File: src/rtl/operand_fetch_ctrl_if.sv
`default_nettype none
// ============================================================================
//  Module      : operand_fetch_ctrl_if
//  Description : Bundle of decode, register-file, write-back and execute
//                signals around the operand fetch controller.
//                master : environment side (decode / regfile / execute)
//                slave  : operand_fetch_ctrl side
//  Ports       : in_valid/in_ready/opcode/rs1_addr/rs2_addr  decode handshake
//                rf_re/rf_raddr/rf_rdata                      regfile read port
//                wb_en/wb_addr/wb_data                        write-back snoop
//                out_valid/out_ready/opcode_out/rs1_data/rs2_data  execute
//  Revision    : 1.0 - initial release
// ============================================================================
interface operand_fetch_ctrl_if #(
    parameter int XLEN = 32,
    parameter int AW   = 5
);
    logic            in_valid;
    logic            in_ready;
    logic [6:0]      opcode;
    logic [AW-1:0]   rs1_addr;
    logic [AW-1:0]   rs2_addr;
    logic            rf_re;
    logic [AW-1:0]   rf_raddr;
    logic [XLEN-1:0] rf_rdata;
    logic            wb_en;
    logic [AW-1:0]   wb_addr;
    logic [XLEN-1:0] wb_data;
    logic            out_valid;
    logic            out_ready;
    logic [6:0]      opcode_out;
    logic [XLEN-1:0] rs1_data;
    logic [XLEN-1:0] rs2_data;

    modport master (
        output in_valid, opcode, rs1_addr, rs2_addr,
        input  in_ready,
        input  rf_re, rf_raddr,
        output rf_rdata,
        output wb_en, wb_addr, wb_data,
        input  out_valid, opcode_out, rs1_data, rs2_data,
        output out_ready
    );

    modport slave (
        input  in_valid, opcode, rs1_addr, rs2_addr,
        output in_ready,
        output rf_re, rf_raddr,
        input  rf_rdata,
        input  wb_en, wb_addr, wb_data,
        output out_valid, opcode_out, rs1_data, rs2_data,
        input  out_ready
    );
endinterface
`default_nettype wire

File: src/rtl/operand_fetch_ctrl.sv
`default_nettype none
// ============================================================================
//  Module      : operand_fetch_ctrl
//  Description : Fetches rs1 then rs2 for one decoded instruction over a
//                single shared register-file read port, forwarding and
//                snooping write-back data, and holds both operands for
//                execute until consumed.
//  Ports       : clk  - clock
//                rst  - synchronous active-low reset
//                bus  - operand_fetch_ctrl_if.slave (decode, regfile,
//                       write-back and execute signals)
//  Revision    : 1.0 - initial release
// ============================================================================
module operand_fetch_ctrl #(
    parameter int XLEN = 32,
    parameter int AW   = 5
) (
    input  logic                clk,
    input  logic                rst,
    operand_fetch_ctrl_if.slave bus
);
    typedef enum logic [1:0] {
        S_IDLE = 2'd0,
        S_RD1  = 2'd1,
        S_RD2  = 2'd2,
        S_HOLD = 2'd3
    } state_t;

    state_t          r_state;
    state_t          w_state_next;

    logic [6:0]      r_opcode;
    logic [AW-1:0]   r_rs1_addr;
    logic [AW-1:0]   r_rs2_addr;
    logic            r_need_rs1;
    logic            r_need_rs2;
    logic [XLEN-1:0] r_rs1_data;
    logic [XLEN-1:0] r_rs2_data;

    logic            w_in_need_rs1;
    logic            w_in_need_rs2;
    logic            w_in_ready;
    logic            w_out_valid;
    logic            w_rf_re;
    logic [AW-1:0]   w_rf_raddr;
    logic [XLEN-1:0] w_capture;
    logic            w_snoop_rs1;
    logic            w_snoop_rs2;

    // Operand classes keyed on opcode[6:2] (RV32 major opcode).
    function automatic logic uses_rs1(input logic [4:0] major);
        case (major)
            5'b01100, 5'b00000, 5'b00100,
            5'b11001, 5'b01000, 5'b11000: return 1'b1;
            default:                      return 1'b0;
        endcase
    endfunction

    function automatic logic uses_rs2(input logic [4:0] major);
        case (major)
            5'b01100, 5'b01000, 5'b11000: return 1'b1;
            default:                      return 1'b0;
        endcase
    endfunction

    // x0 reads are skipped entirely; the operand simply stays at zero.
    assign w_in_need_rs1 = uses_rs1(bus.opcode[6:2]) && (bus.rs1_addr != '0);
    assign w_in_need_rs2 = uses_rs2(bus.opcode[6:2]) && (bus.rs2_addr != '0);

    // Write-back in the same cycle as the read wins over the stale regfile.
    assign w_capture = (bus.wb_en && (bus.wb_addr == w_rf_raddr)) ? bus.wb_data
                                                                   : bus.rf_rdata;

    // Keep already-fetched operands current until execute consumes them.
    assign w_snoop_rs1 = bus.wb_en && (bus.wb_addr != '0) &&
                         (bus.wb_addr == r_rs1_addr) && r_need_rs1;
    assign w_snoop_rs2 = bus.wb_en && (bus.wb_addr != '0) &&
                         (bus.wb_addr == r_rs2_addr) && r_need_rs2;

    always_comb begin
        w_state_next = r_state;
        w_in_ready   = 1'b0;
        w_out_valid  = 1'b0;
        w_rf_re      = 1'b0;
        w_rf_raddr   = '0;
        case (r_state)
            S_IDLE: begin
                w_in_ready = 1'b1;
                if (bus.in_valid) begin
                    if (w_in_need_rs1)      w_state_next = S_RD1;
                    else if (w_in_need_rs2) w_state_next = S_RD2;
                    else                    w_state_next = S_HOLD;
                end
            end
            S_RD1: begin
                w_rf_re      = 1'b1;
                w_rf_raddr   = r_rs1_addr;
                w_state_next = r_need_rs2 ? S_RD2 : S_HOLD;
            end
            S_RD2: begin
                w_rf_re      = 1'b1;
                w_rf_raddr   = r_rs2_addr;
                w_state_next = S_HOLD;
            end
            S_HOLD: begin
                w_out_valid = 1'b1;
                if (bus.out_ready) w_state_next = S_IDLE;
            end
            default: w_state_next = S_IDLE;
        endcase
    end

    always_ff @(posedge clk) begin
        if (!rst) begin
            r_state    <= S_IDLE;
            r_opcode   <= '0;
            r_rs1_addr <= '0;
            r_rs2_addr <= '0;
            r_need_rs1 <= 1'b0;
            r_need_rs2 <= 1'b0;
            r_rs1_data <= '0;
            r_rs2_data <= '0;
        end else begin
            r_state <= w_state_next;
            case (r_state)
                S_IDLE: begin
                    if (bus.in_valid) begin
                        r_opcode   <= bus.opcode;
                        r_rs1_addr <= bus.rs1_addr;
                        r_rs2_addr <= bus.rs2_addr;
                        r_need_rs1 <= w_in_need_rs1;
                        r_need_rs2 <= w_in_need_rs2;
                        r_rs1_data <= '0;
                        r_rs2_data <= '0;
                    end
                end
                S_RD1: begin
                    r_rs1_data <= w_capture;
                end
                S_RD2: begin
                    r_rs2_data <= w_capture;
                    if (w_snoop_rs1) r_rs1_data <= bus.wb_data;
                end
                S_HOLD: begin
                    if (w_snoop_rs1) r_rs1_data <= bus.wb_data;
                    if (w_snoop_rs2) r_rs2_data <= bus.wb_data;
                end
                default: ;
            endcase
        end
    end

    assign bus.in_ready   = w_in_ready;
    assign bus.out_valid  = w_out_valid;
    assign bus.rf_re      = w_rf_re;
    assign bus.rf_raddr   = w_rf_raddr;
    assign bus.opcode_out = r_opcode;
    assign bus.rs1_data   = r_rs1_data;
    assign bus.rs2_data   = r_rs2_data;

endmodule
`default_nettype wire

File: src/flat_wrapper.sv
// flat-port wrapper written by rule: the top's interface ports become plain ports
module operand_fetch_ctrl_flat 
#(
    parameter int XLEN = 32,
    parameter int AW   = 5
)
  (clk, rst, bus_in_valid, bus_opcode, bus_rs1_addr, bus_rs2_addr, bus_in_ready, bus_rf_re, bus_rf_raddr, bus_rf_rdata, bus_wb_en, bus_wb_addr, bus_wb_data, bus_out_valid, bus_opcode_out, bus_rs1_data, bus_rs2_data, bus_out_ready);
  operand_fetch_ctrl_if #(.XLEN(XLEN), .AW(AW)) bus_i ();
  input  logic clk;
  input  logic rst;
  input wire logic [$bits(bus_i.in_valid)-1:0] bus_in_valid;
  input wire logic [$bits(bus_i.opcode)-1:0] bus_opcode;
  input wire logic [$bits(bus_i.rs1_addr)-1:0] bus_rs1_addr;
  input wire logic [$bits(bus_i.rs2_addr)-1:0] bus_rs2_addr;
  output wire logic [$bits(bus_i.in_ready)-1:0] bus_in_ready;
  output wire logic [$bits(bus_i.rf_re)-1:0] bus_rf_re;
  output wire logic [$bits(bus_i.rf_raddr)-1:0] bus_rf_raddr;
  input wire logic [$bits(bus_i.rf_rdata)-1:0] bus_rf_rdata;
  input wire logic [$bits(bus_i.wb_en)-1:0] bus_wb_en;
  input wire logic [$bits(bus_i.wb_addr)-1:0] bus_wb_addr;
  input wire logic [$bits(bus_i.wb_data)-1:0] bus_wb_data;
  output wire logic [$bits(bus_i.out_valid)-1:0] bus_out_valid;
  output wire logic [$bits(bus_i.opcode_out)-1:0] bus_opcode_out;
  output wire logic [$bits(bus_i.rs1_data)-1:0] bus_rs1_data;
  output wire logic [$bits(bus_i.rs2_data)-1:0] bus_rs2_data;
  input wire logic [$bits(bus_i.out_ready)-1:0] bus_out_ready;
  assign bus_i.in_valid = bus_in_valid;
  assign bus_i.opcode = bus_opcode;
  assign bus_i.rs1_addr = bus_rs1_addr;
  assign bus_i.rs2_addr = bus_rs2_addr;
  assign bus_in_ready = bus_i.in_ready;
  assign bus_rf_re = bus_i.rf_re;
  assign bus_rf_raddr = bus_i.rf_raddr;
  assign bus_i.rf_rdata = bus_rf_rdata;
  assign bus_i.wb_en = bus_wb_en;
  assign bus_i.wb_addr = bus_wb_addr;
  assign bus_i.wb_data = bus_wb_data;
  assign bus_out_valid = bus_i.out_valid;
  assign bus_opcode_out = bus_i.opcode_out;
  assign bus_rs1_data = bus_i.rs1_data;
  assign bus_rs2_data = bus_i.rs2_data;
  assign bus_i.out_ready = bus_out_ready;
  operand_fetch_ctrl #(.XLEN(XLEN), .AW(AW)) u_core (.clk(clk), .rst(rst), .bus(bus_i));
endmodule
File: config.mk
export PLATFORM = sky130hd
export DESIGN_NAME = operand_fetch_ctrl_flat
export DESIGN_NICKNAME = d
export VERILOG_FILES = /design/src/rtl/operand_fetch_ctrl_if.sv /design/src/rtl/operand_fetch_ctrl.sv /design/src/flat_wrapper.sv
export SDC_FILE = /design/constraint.sdc
export NUM_CORES = 1
export LEC_CHECK = 0
export ABC_CLOCK_PERIOD_IN_PS = 7100
export CAP_MARGIN = 0
export CELL_PAD_IN_SITES_DETAIL_PLACEMENT = 0
export CELL_PAD_IN_SITES_GLOBAL_PLACEMENT = 2
export CORE_UTILIZATION = 27
export DETAILED_ROUTE_END_ITERATION = 6
export GPL_TIMING_DRIVEN = 1
export PLACE_DENSITY_LB_ADDON = 0.15
export SLEW_MARGIN = 20
export SYNTH_ARGS = -nofsm -noshare
export SYNTH_HDL_FRONTEND = slang
export SYNTH_SLANG_ARGS = --single-unit
File: constraint.sdc
create_clock -name clk -period 7.1 [get_ports clk]
set_input_delay 1.42 -clock clk [delete_from_list [all_inputs] [get_ports clk]]
set_output_delay 1.42 -clock clk [all_outputs]
set_load 0.005 [all_outputs]
==> impl_metrics.tcl, run 1 <==
set metrics [dict create \
    status "finished, final reports clean" \
    fin_crit_ns 3.842 \
    place_area_um2 5962 \
    p_clk_share_pct 26.1 \
    antenna_cells 0 \
    grt_use_total_pct 17.41 \
    grt_max_degree 38 \
    p_leak_nw 2.137 \
    root_buffer "clkbuf_16" \
    core_um2 15150 \
    skew_ns 0.005156 \
    cts.sinks 85 \
    ir_drop_uv 166.1 \
    antenna_found_initial 0 \
    io_pins 170 \
    seq_area_frac_synth_pct 40.84 \
    required_ns 7.37 \
    r2r-start "u_core.r_state[1]" \
    avgSynthCellArea_um2 9.712 \
    rsz0062_at_grt "no" \
    worst_pin_slew_ns 1.011 \
    min_path_type "register to register" \
    fin_util_pct 41.18 \
    timing.rr.end "u_core.bus.rs1_data[22]" \
    grt-ovfl-total 0 \
    setup_viol 0 \
    ctsResizeCount 0 \
    via_count 3912 \
    intPower_mw 1.163 \
    p_per_area_nw_per_um2 280.3 \
    h-tree-depth 3 \
    final_layout_size_suffix_gt1_share_pct 9.338 \
    worstPathArrival_ns 4.11 \
    grt_pass1_wl_um 21390 \
    grt_pass1_vias 3891 \
    fin_crit_sh_pct 54.11 \
    synth_cell_types 45 \
    synth_top_flop_cell "dfxtp_1" \
    clock.fmax_mhz 260.3 \
    area_delta_synth_final_pct 49.70 \
    critPathLaunchType "primary input" \
    initial_core_util_pct 27.51 \
    dr.pass1.iters 4 \
    cts_hold_buf 0 \
    synth_cells 429 \
    max_cap_violations 0 \
    final_cell_mix "clkdlybuf4s50_1, dfxtp_1, nand2_1, mux2i_1, o21ai_1" \
    yosys_warnings 0 \
    synth_edf_count 0 \
    maxSlewHeadroom_pct 32.58 \
    synth_area_um2 4166 \
    hold_viol 0 \
    p_sw_share_pct 33.51 \
    cts_max_path_buffers 2 \
    die_w_um 126.2 \
    drt_iter0_markers 158 \
    layout.nets 682 \
    ys_seq_elements 85 \
    cts_tree "done" \
    syn_nets 526 \
    fin_tns_setup_ns 0 \
    post-cts-setup-buffers 0 \
    p_comb_share_pct 38.4 \
    place.gp.congestion 0.8351 \
    power_mw 1.748 \
    min_delay_path_depth 2 \
    ant_nets 0 \
    dp_hpwl_um 9296 \
    synth_async_sr_flop_share_pct 0 \
    wire_per_inst_um 17.56 \
    slew_viol_final 0 \
    worstHoldStart "u_core.bus.opcode_out[2]" \
    holdPathEnd "u_core.bus.opcode_out[2]" \
    p_seq_share_pct 35.5 \
    port-buffer-count 169 \
    p_sw_mw 0.5858 \
    crit_fanout 32 \
    fp.dieH_um 126.2 \
    clk_pin_slew_worst_paths_ns 0.06 \
    std_cell_rows 45 \
    die_area_um2 15930 \
    drc 0 \
    drt-total-wl_um 13650 \
    numCtsBuffers 9 \
    r2r_slack_ns 3.82 \
    stdcell_area_um2 6237 \
    avgViaCountPerCell 5.035 \
    critical_path_class "primary input to register" \
    layout_commonest_cell "clkdlybuf4s50_1" \
    worstSkewPairLatency_ns 0.34 \
    end_kind "register" \
    ff2ff_path_depth 10 \
]
## cell usage after synthesis, types with 3 or more instances
cell / number / share of area [%]
inv_1: 8 / 0.72
a21oi_1: 26 / 3.1
nand2_1: 43 / 3.9
clkbuf_1: 16 / 1.4
ha_1: 6 / 1.8
o21ai_0: 3 / 0.36
o21ai_1: 32 / 3.8
and3_1: 4 / 0.60
xnor2_1: 8 / 1.7
and2_1: 31 / 4.7
a22oi_1: 9 / 1.6
nand3_1: 4 / 0.48
buf_4: 5 / 0.90
a221o_1: 30 / 7.2
a22oi_2: 27 / 8.1
a311oi_1: 3 / 0.63
nor2_1: 12 / 1.1
buf_6: 9 / 2.4
mux2i_1: 33 / 7.9
nor3_1: 5 / 0.60
nand3b_1: 3 / 0.54
dfxtp_1: 85 / 41
## critical path, cell delays in order
cell	delay (ns)
clkdlybuf4s50_1	0.60
xnor2_1	0.15
nand3_1	0.09
o32ai_1	0.56
and4_2	1.02
a22oi_1	0.15
o21ai_1	0.13
## final cells by class
type,instances,area (um2)
sequential,85,1702
timing repair buffer,175,1737
fill,1480,8909
tap,188,235.2
inverter,9,33.78
clock buffer,13,240.2
multi-input combinational,305,2255
clock inverter,2,35.03
## how the worst max path moves through the flow
stage | from | endpoint | slack (ns) | cells past startpoint
2_1_floorplan | bus_wb_addr[1] | u_core.bus.rs2_data[5] | 4.04 | 8
3_3_place_gp | bus_wb_addr[0] | u_core.bus.rs2_data[27] | 2.91 | 7
3_5_place_dp | bus_wb_addr[0] | u_core.bus.rs2_data[27] | 2.89 | 7
4_1_cts | bus_wb_addr[0] | u_core.bus.rs2_data[21] | 3.24 | 7
5_1_grt | bus_wb_addr[3] | u_core.bus.rs2_data[5] | 2.99 | 7
6_report | bus_wb_addr[0] | u_core.bus.rs2_data[27] | 3.26 | 7
## metal layers
layer | vias to the layer above | share of wire (%) | GRT usage [%] | routed length (um)
li1 | 1905 | - | - | -
met1 | 1866 | 47 | 22.16 | 6367
met2 | 135 | 45 | 27.92 | 6173
met3 | 6 | 7.5 | 6.372 | 1026
met4 | 0 | 0.57 | 4.040 | 78
met5 | - | 0 | 0 | 0
## sequential cells by signal, indices dropped and copies added, names as in the netlist
signal	flops
u_core.r_need_rs2	1
u_core.bus.opcode_out	7
u_core.r_rs1_addr	5
u_core.r_need_rs1	1
u_core.r_state	2
u_core.bus.rs1_data	32
u_core.r_rs2_addr	5
u_core.bus.rs2_data	32
## kinds of logic (layout without fill, tap and decap cells)
group | count (synthesis) | after routing | share of synthesized area [%]
AO/OA/AOI/OAI | 143 | 143 | 27.63
AND/OR/NAND/NOR | 112 | 112 | 13.84
flip-flops | 85 | 85 | 40.84
buffers and inverters | 39 | 199 | 5.586
multiplexers | 34 | 34 | 8.198
XOR/XNOR | 10 | 10 | 2.102
adder cells (fa/ha/maj) | 6 | 6 | 1.802
## per-stage QoR
stage / hold WS [ns] / setup slack [ns] / cells
after floorplan: 0.4496 / 4.041 / 429
after CTS: 0.4604 / 3.237 / 777
after detailed placement: 0.4494 / 2.891 / 762
final: 0.4602 / 3.258 / 777
after global placement: 0.4442 / 2.915 / 762
after global routing: 0.4864 / 2.991 / 777
## power groups by stage
| stage | sequential (mW) | clock [mW] | combinational [mW] |
|---|---|---|---|
| 2_1_floorplan | 0.626 | 0 | 0.344 |
| 3_3_place_gp | 0.628 | 0 | 0.680 |
| 6_report | 0.620 | 0.457 | 0.671 |
| 4_1_cts | 0.620 | 0.472 | 0.681 |
| 5_1_grt | 0.630 | 0.493 | 0.736 |
| 3_5_place_dp | 0.629 | 0 | 0.678 |
No activity file was read; power rests on OpenSTA's default activity.
==> run 2: changes to the inputs <==
--- a/config.mk
+++ b/config.mk
@@ -5,11 +5,11 @@
 export SDC_FILE = /design/constraint.sdc
 export NUM_CORES = 1
 export LEC_CHECK = 0
-export ABC_CLOCK_PERIOD_IN_PS = 7100
+export ABC_CLOCK_PERIOD_IN_PS = 3900
 export CAP_MARGIN = 0
 export CELL_PAD_IN_SITES_DETAIL_PLACEMENT = 0
 export CELL_PAD_IN_SITES_GLOBAL_PLACEMENT = 2
-export CORE_UTILIZATION = 27
+export CORE_UTILIZATION = 25
 export DETAILED_ROUTE_END_ITERATION = 6
 export GPL_TIMING_DRIVEN = 1
 export PLACE_DENSITY_LB_ADDON = 0.15
==> constraint.sdc (replaced) <==
create_clock -name clk -period 3.9 [get_ports clk]
set_input_delay 0.78 -clock clk [delete_from_list [all_inputs] [get_ports clk]]
set_output_delay 0.78 -clock clk [all_outputs]
set_load 0.005 [all_outputs]
==> impl_metrics.tcl, run 2 (synthesis gave the netlist of run 1 again) <==
set metrics [dict create \
    critPathLaunchType "primary input" \
    worstSkewPairLatency_ns 0.34 \
    max_cap_violations 0 \
    post-cts-setup-buffers 0 \
    worstPathArrival_ns 3.56 \
    cts.sinks 85 \
    skew_ns 0.002884 \
    antenna_cells 0 \
    p_leak_nw 2.162 \
    die_area_um2 17190 \
    root_buffer "clkbuf_16" \
    via_count 3898 \
    cts_max_path_buffers 2 \
    antenna_found_initial 0 \
    multi_input_area_um2 2255 \
    final_cell_mix "clkdlybuf4s50_1, dfxtp_1, nand2_1, mux2i_1, o21ai_1" \
    critical_path_class "primary input to register" \
    p_seq_share_pct 35.5 \
    clk_pin_slew_worst_paths_ns 0.06 \
    p_per_area_nw_per_um2 506.8 \
    busiest_layer "met2" \
    clock.fmax_mhz 305.3 \
    ant_nets 0 \
    p_clk_share_pct 26.1 \
    p_comb_share_pct 38.4 \
    rsz0062_at_grt "no" \
    die_w_um 131.1 \
    place.gp.congestion 0.8145 \
    dr.pass1.iters 4 \
    numCtsBuffers 9 \
    grt_pass1_wl_um 21180 \
    port-buffer-count 169 \
    drt_iter0_markers 132 \
    fin_crit_sh_pct 83.98 \
    met3_usage_pct 4.424 \
    setup_viol 0 \
    fin_util_pct 39.26 \
    crit_fanout 19 \
    avgViaCountPerCell 4.830 \
    regArea_um2 1702 \
    slew_viol_final 0 \
    use_met2_pct 28.01 \
    worst_pin_slew_ns 0.6718 \
    grt_use_total_pct 16.53 \
    min_path_type "register to register" \
    place_ws_ns 0.2416 \
    hold_viol 0 \
    fp.dieH_um 131.1 \
    ir_drop_uv 263.4 \
    maxSlewHeadroom_pct 55.10 \
    grtUsageMet1_pct 20.26 \
    p_sw_share_pct 33.67 \
    grt_pass1_vias 3846 \
    grt-ovfl-total 0 \
    fin_tns_setup_ns 0 \
    required_ns 4.19 \
    ctsResizeCount 0 \
    io_pins 170 \
    core_um2 16060 \
    cts_hold_buf 0 \
    final_layout_size_suffix_gt1_share_pct 10.32 \
    worst_slack_ns 0.6249 \
    drc 0 \
    layout.nets 685 \
    layout_commonest_cell "clkdlybuf4s50_1" \
    h-tree-depth 3 \
    place_inst 793 \
    end_kind "register" \
    final_cells 807 \
    p_sw_mw 1.076 \
    status "finished, final reports clean" \
    drt-total-wl_um 14010 \
    wire_per_inst_um 17.36 \
    fillerInstances 1570 \
    cts_tree "done" \
    dp_hpwl_um 9807 \
    grt_max_degree 37 \
    initial_core_util_pct 25.95 \
    fin_crit_ns 3.275 \
    area_delta_synth_final_pct 51.32 \
    power_mw 3.195 \
    intPower_mw 2.119 \
    std_cell_rows 46 \
]
==> run 2: cell count changes in the layout (fill, tap and decap cells not counted) <==
| cell | change |
|---|---|
| clkbuf_1 | -4 |
| clkbuf_8 | +4 |
| buf_4 | +3 |
| bufinv_16 | -1 |
==> run 2: final timing paths <==
path	end	startpoint	cells past startpoint	slack, ns
worst max-delay path	u_core.bus.rs1_data[29]	bus_wb_addr[3]	8	0.62
worst min-delay path	u_core.bus.opcode_out[1]	u_core.bus.opcode_out[1]	2	0.46
worst max register to register	u_core.bus.rs2_data[24]	u_core.r_state[1]	9	0.93
worst min register to register	u_core.bus.opcode_out[1]	u_core.bus.opcode_out[1]	2	0.46
==> run 2: final cells by class <==
cell class                 count  share of cell area (%)
multi-input combinational    305                   35.76
inverter                       9                  0.5358
tap                          216                   4.287
timing repair buffer         178                   27.90
clock inverter                 1                 0.07938
sequential                    85                   26.99
clock buffer                  13                   4.445
==> run 2: power by group through the flow <==
stage | registers, mW | logic [mW] | clock network, mW
floorplan | 1.14 | 0.625 | 0
global placement | 1.15 | 1.24 | 0
detailed placement | 1.15 | 1.25 | 0
CTS | 1.14 | 1.25 | 0.865
global route | 1.16 | 1.35 | 0.903
finish | 1.14 | 1.23 | 0.833
==> run 2: per-stage QoR <==
step           hold WS [ns]  cell area, um2
2_1_floorplan        0.4496            4167
5_1_grt              0.4826            6305
3_3_place_gp         0.4457            6020
3_5_place_dp         0.4497            6020
4_1_cts              0.4626            6305
6_report             0.4607            6305
==> run 2: routing by layer <==
metal,routed length [um],vias to the layer above
met5,0,-
li1,-,1905
met2,6712,122
met3,911,13
met4,191,0
met1,6198,1858
==> run 2: worst max-delay path, stage by stage <==
cell and delay [ns]:
clkdlybuf4s50_1 0.60, or4_1 0.15, o21ai_1 0.08, o41ai_2 0.61
nand3b_1 0.24, nor2_2 0.53, buf_4 0.36, a221o_1 0.19
==> run 3: changes to the inputs <==
--- a/config.mk
+++ b/config.mk
@@ -5,7 +5,7 @@
 export SDC_FILE = /design/constraint.sdc
 export NUM_CORES = 1
 export LEC_CHECK = 0
-export ABC_CLOCK_PERIOD_IN_PS = 3900
+export ABC_CLOCK_PERIOD_IN_PS = 3300
 export CAP_MARGIN = 0
 export CELL_PAD_IN_SITES_DETAIL_PLACEMENT = 0
 export CELL_PAD_IN_SITES_GLOBAL_PLACEMENT = 2
==> constraint.sdc (replaced) <==
create_clock -name clk -period 3.3 [get_ports clk]
set_input_delay 0.66 -clock clk [delete_from_list [all_inputs] [get_ports clk]]
set_output_delay 0.66 -clock clk [all_outputs]
set_load 0.005 [all_outputs]
==> impl_metrics.tcl, run 3 (synthesis gave the netlist of run 1 again) <==
set metrics [dict create \
    status "finished, final reports clean" \
    wire_per_inst_um 17.62 \
    rsz0062_at_grt "no" \
    fin_crit_ns 2.829 \
    ir_drop_uv 307.1 \
    p_per_area_nw_per_um2 606.8 \
    grt_use_total_pct 16.93 \
    final_layout_size_suffix_gt1_share_pct 11.52 \
    setup_viol 0 \
    max_cap_violations 0 \
    worstPathCellList "clkdlybuf4s50_1 > or4_1 > o21ai_1 > o41ai_2 > nand3b_1 > nor2_2 > buf_12 > a221o_1" \
    die_w_um 131.1 \
    cts_hold_buf 0 \
    antenna_cells 0 \
    worstSkewPairLatency_ns 0.34 \
    clock.fmax_mhz 353.5 \
    layout.nets 691 \
    io_pins 170 \
    grt_pass1_wl_um 21780 \
    skew_ns 0.006387 \
    crit_fanout 17 \
    drt_iter0_markers 140 \
    place_inst 799 \
    critPathLaunchType "primary input" \
    p_leak_nw 2.196 \
    critPathBufInv 2 \
    cts_max_path_buffers 2 \
    ctsResizeCount 0 \
    required_ns 3.58 \
    power_mw 3.886 \
    drc 0 \
    fp.dieH_um 131.1 \
    grt_pass1_vias 3909 \
    avgViaCountPerCell 4.834 \
    via_count 3940 \
    fin_crit_sh_pct 85.73 \
    post-cts-setup-buffers 0 \
    ant_nets 0 \
    min_path_type "register to register" \
    maxSlewHeadroom_pct 51.08 \
    cts.sinks 85 \
    root_buffer "clkbuf_16" \
    drt-total-wl_um 14360 \
    h-tree-depth 3 \
    worstPathArrival_ns 3.11 \
    fin_tns_setup_ns 0 \
    grt_max_degree 37 \
    critPathMaxStageDelay_ns 0.63 \
    layout_commonest_cell "clkdlybuf4s50_1" \
    end_kind "register" \
    area_delta_synth_final_pct 53.69 \
    slew_viol_final 0 \
    worst_pin_slew_ns 0.7330 \
    final_cell_mix "clkdlybuf4s50_1, dfxtp_1, nand2_1, mux2i_1, o21ai_1" \
    final_cells 815 \
    core_um2 16060 \
    clk_pin_slew_worst_paths_ns 0.06 \
    antenna_found_initial 0 \
    initial_core_util_pct 25.95 \
    hold_viol 0 \
    slowest_stage "nor2_2" \
    std_cell_rows 46 \
    die_area_um2 17190 \
    dp_hpwl_um 10570 \
    numCtsBuffers 9 \
    place.gp.congestion 0.8221 \
    dr.pass1.iters 4 \
    port-buffer-count 169 \
    cts_tree "done" \
    fillerInstances 1594 \
    grt-ovfl-total 0 \
    crit_family "simple AND/OR/NAND/NOR gates" \
    critical_path_class "primary input to register" \
]
[run 3: changes by cell type in the layout (fill, tap and decap cells not counted)]
cell	delta
buf_12	+3
buf_4	+3
clkbuf_8	-3
clkinvlp_4	+3
bufinv_16	+1
clkinv_2	+1
[run 3: final cells by class]
class	instances	area (um2)	share of cell area, %
Clock buffer	10	239.0	3.732
Clock inverter	6	62.56	0.9769
Inverter	9	33.78	0.5275
Multi-Input combinational cell	305	2255	35.21
Sequential cell	85	1702	26.57
Tap cell	216	270.3	4.220
Timing Repair Buffer	184	1842	28.76
[run 3: layer usage]
layer | routed length [um] | part of all wire [%] | up-vias | global-route usage (%)
li1 | - | - | 1918 | -
met1 | 6342 | 44 | 1869 | 21.16
met2 | 6762 | 47 | 138 | 27.98
met3 | 1068 | 7.4 | 15 | 5.317
met4 | 185 | 1.3 | 0 | 4.733
met5 | 0 | 0 | - | 0
[run 3: report_power, final]
group	internal [mW]	leakage, nW	switching [mW]
clock network	0.605	0.140	0.436
logic	0.753	1.37	0.746
registers	1.21	0.690	0.133
[run 3: worst paths after layout]
| path | to | slack [ns] | depth (start not counted) | start |
|---|---|---|---|---|
| worst max-delay path | u_core.bus.rs1_data[22] | 0.47 | 8 | bus_wb_addr[2] |
| worst min-delay path | u_core.bus.opcode_out[3] | 0.46 | 2 | u_core.bus.opcode_out[3] |
| worst max register to register | u_core.bus.rs1_data[22] | 0.54 | 9 | u_core.r_state[1] |
| worst min register to register | u_core.bus.opcode_out[3] | 0.46 | 2 | u_core.bus.opcode_out[3] |
[run 3: worst reg2reg max path: cells and delay by family, from the launching register on]
| kind | cells | cell delay, ns |
|---|---|---|
| flops | 1 | 0.41 |
| compound gates | 3 | 0.66 |
| buf+inv | 2 | 0.35 |
| fa+ha+maj | 1 | 0.26 |
| simple gates | 3 | 1.02 |
[run 3: stage by stage]
| stage | worst slack (ns) | util, % | hold slack, ns | area, um2 |
|---|---|---|---|---|
| after floorplan | 0.9080 | - | 0.4496 | 4167 |
| after global placement | 0.1483 | 38.00 | 0.4457 | 6102 |
| after detailed placement | 0.09208 | 38.00 | 0.4534 | 6102 |
| after CTS | 0.4591 | 39.88 | 0.4660 | 6404 |
| after global routing | 0.2288 | 39.88 | 0.4846 | 6404 |
| final | 0.4709 | 39.88 | 0.4631 | 6404 |
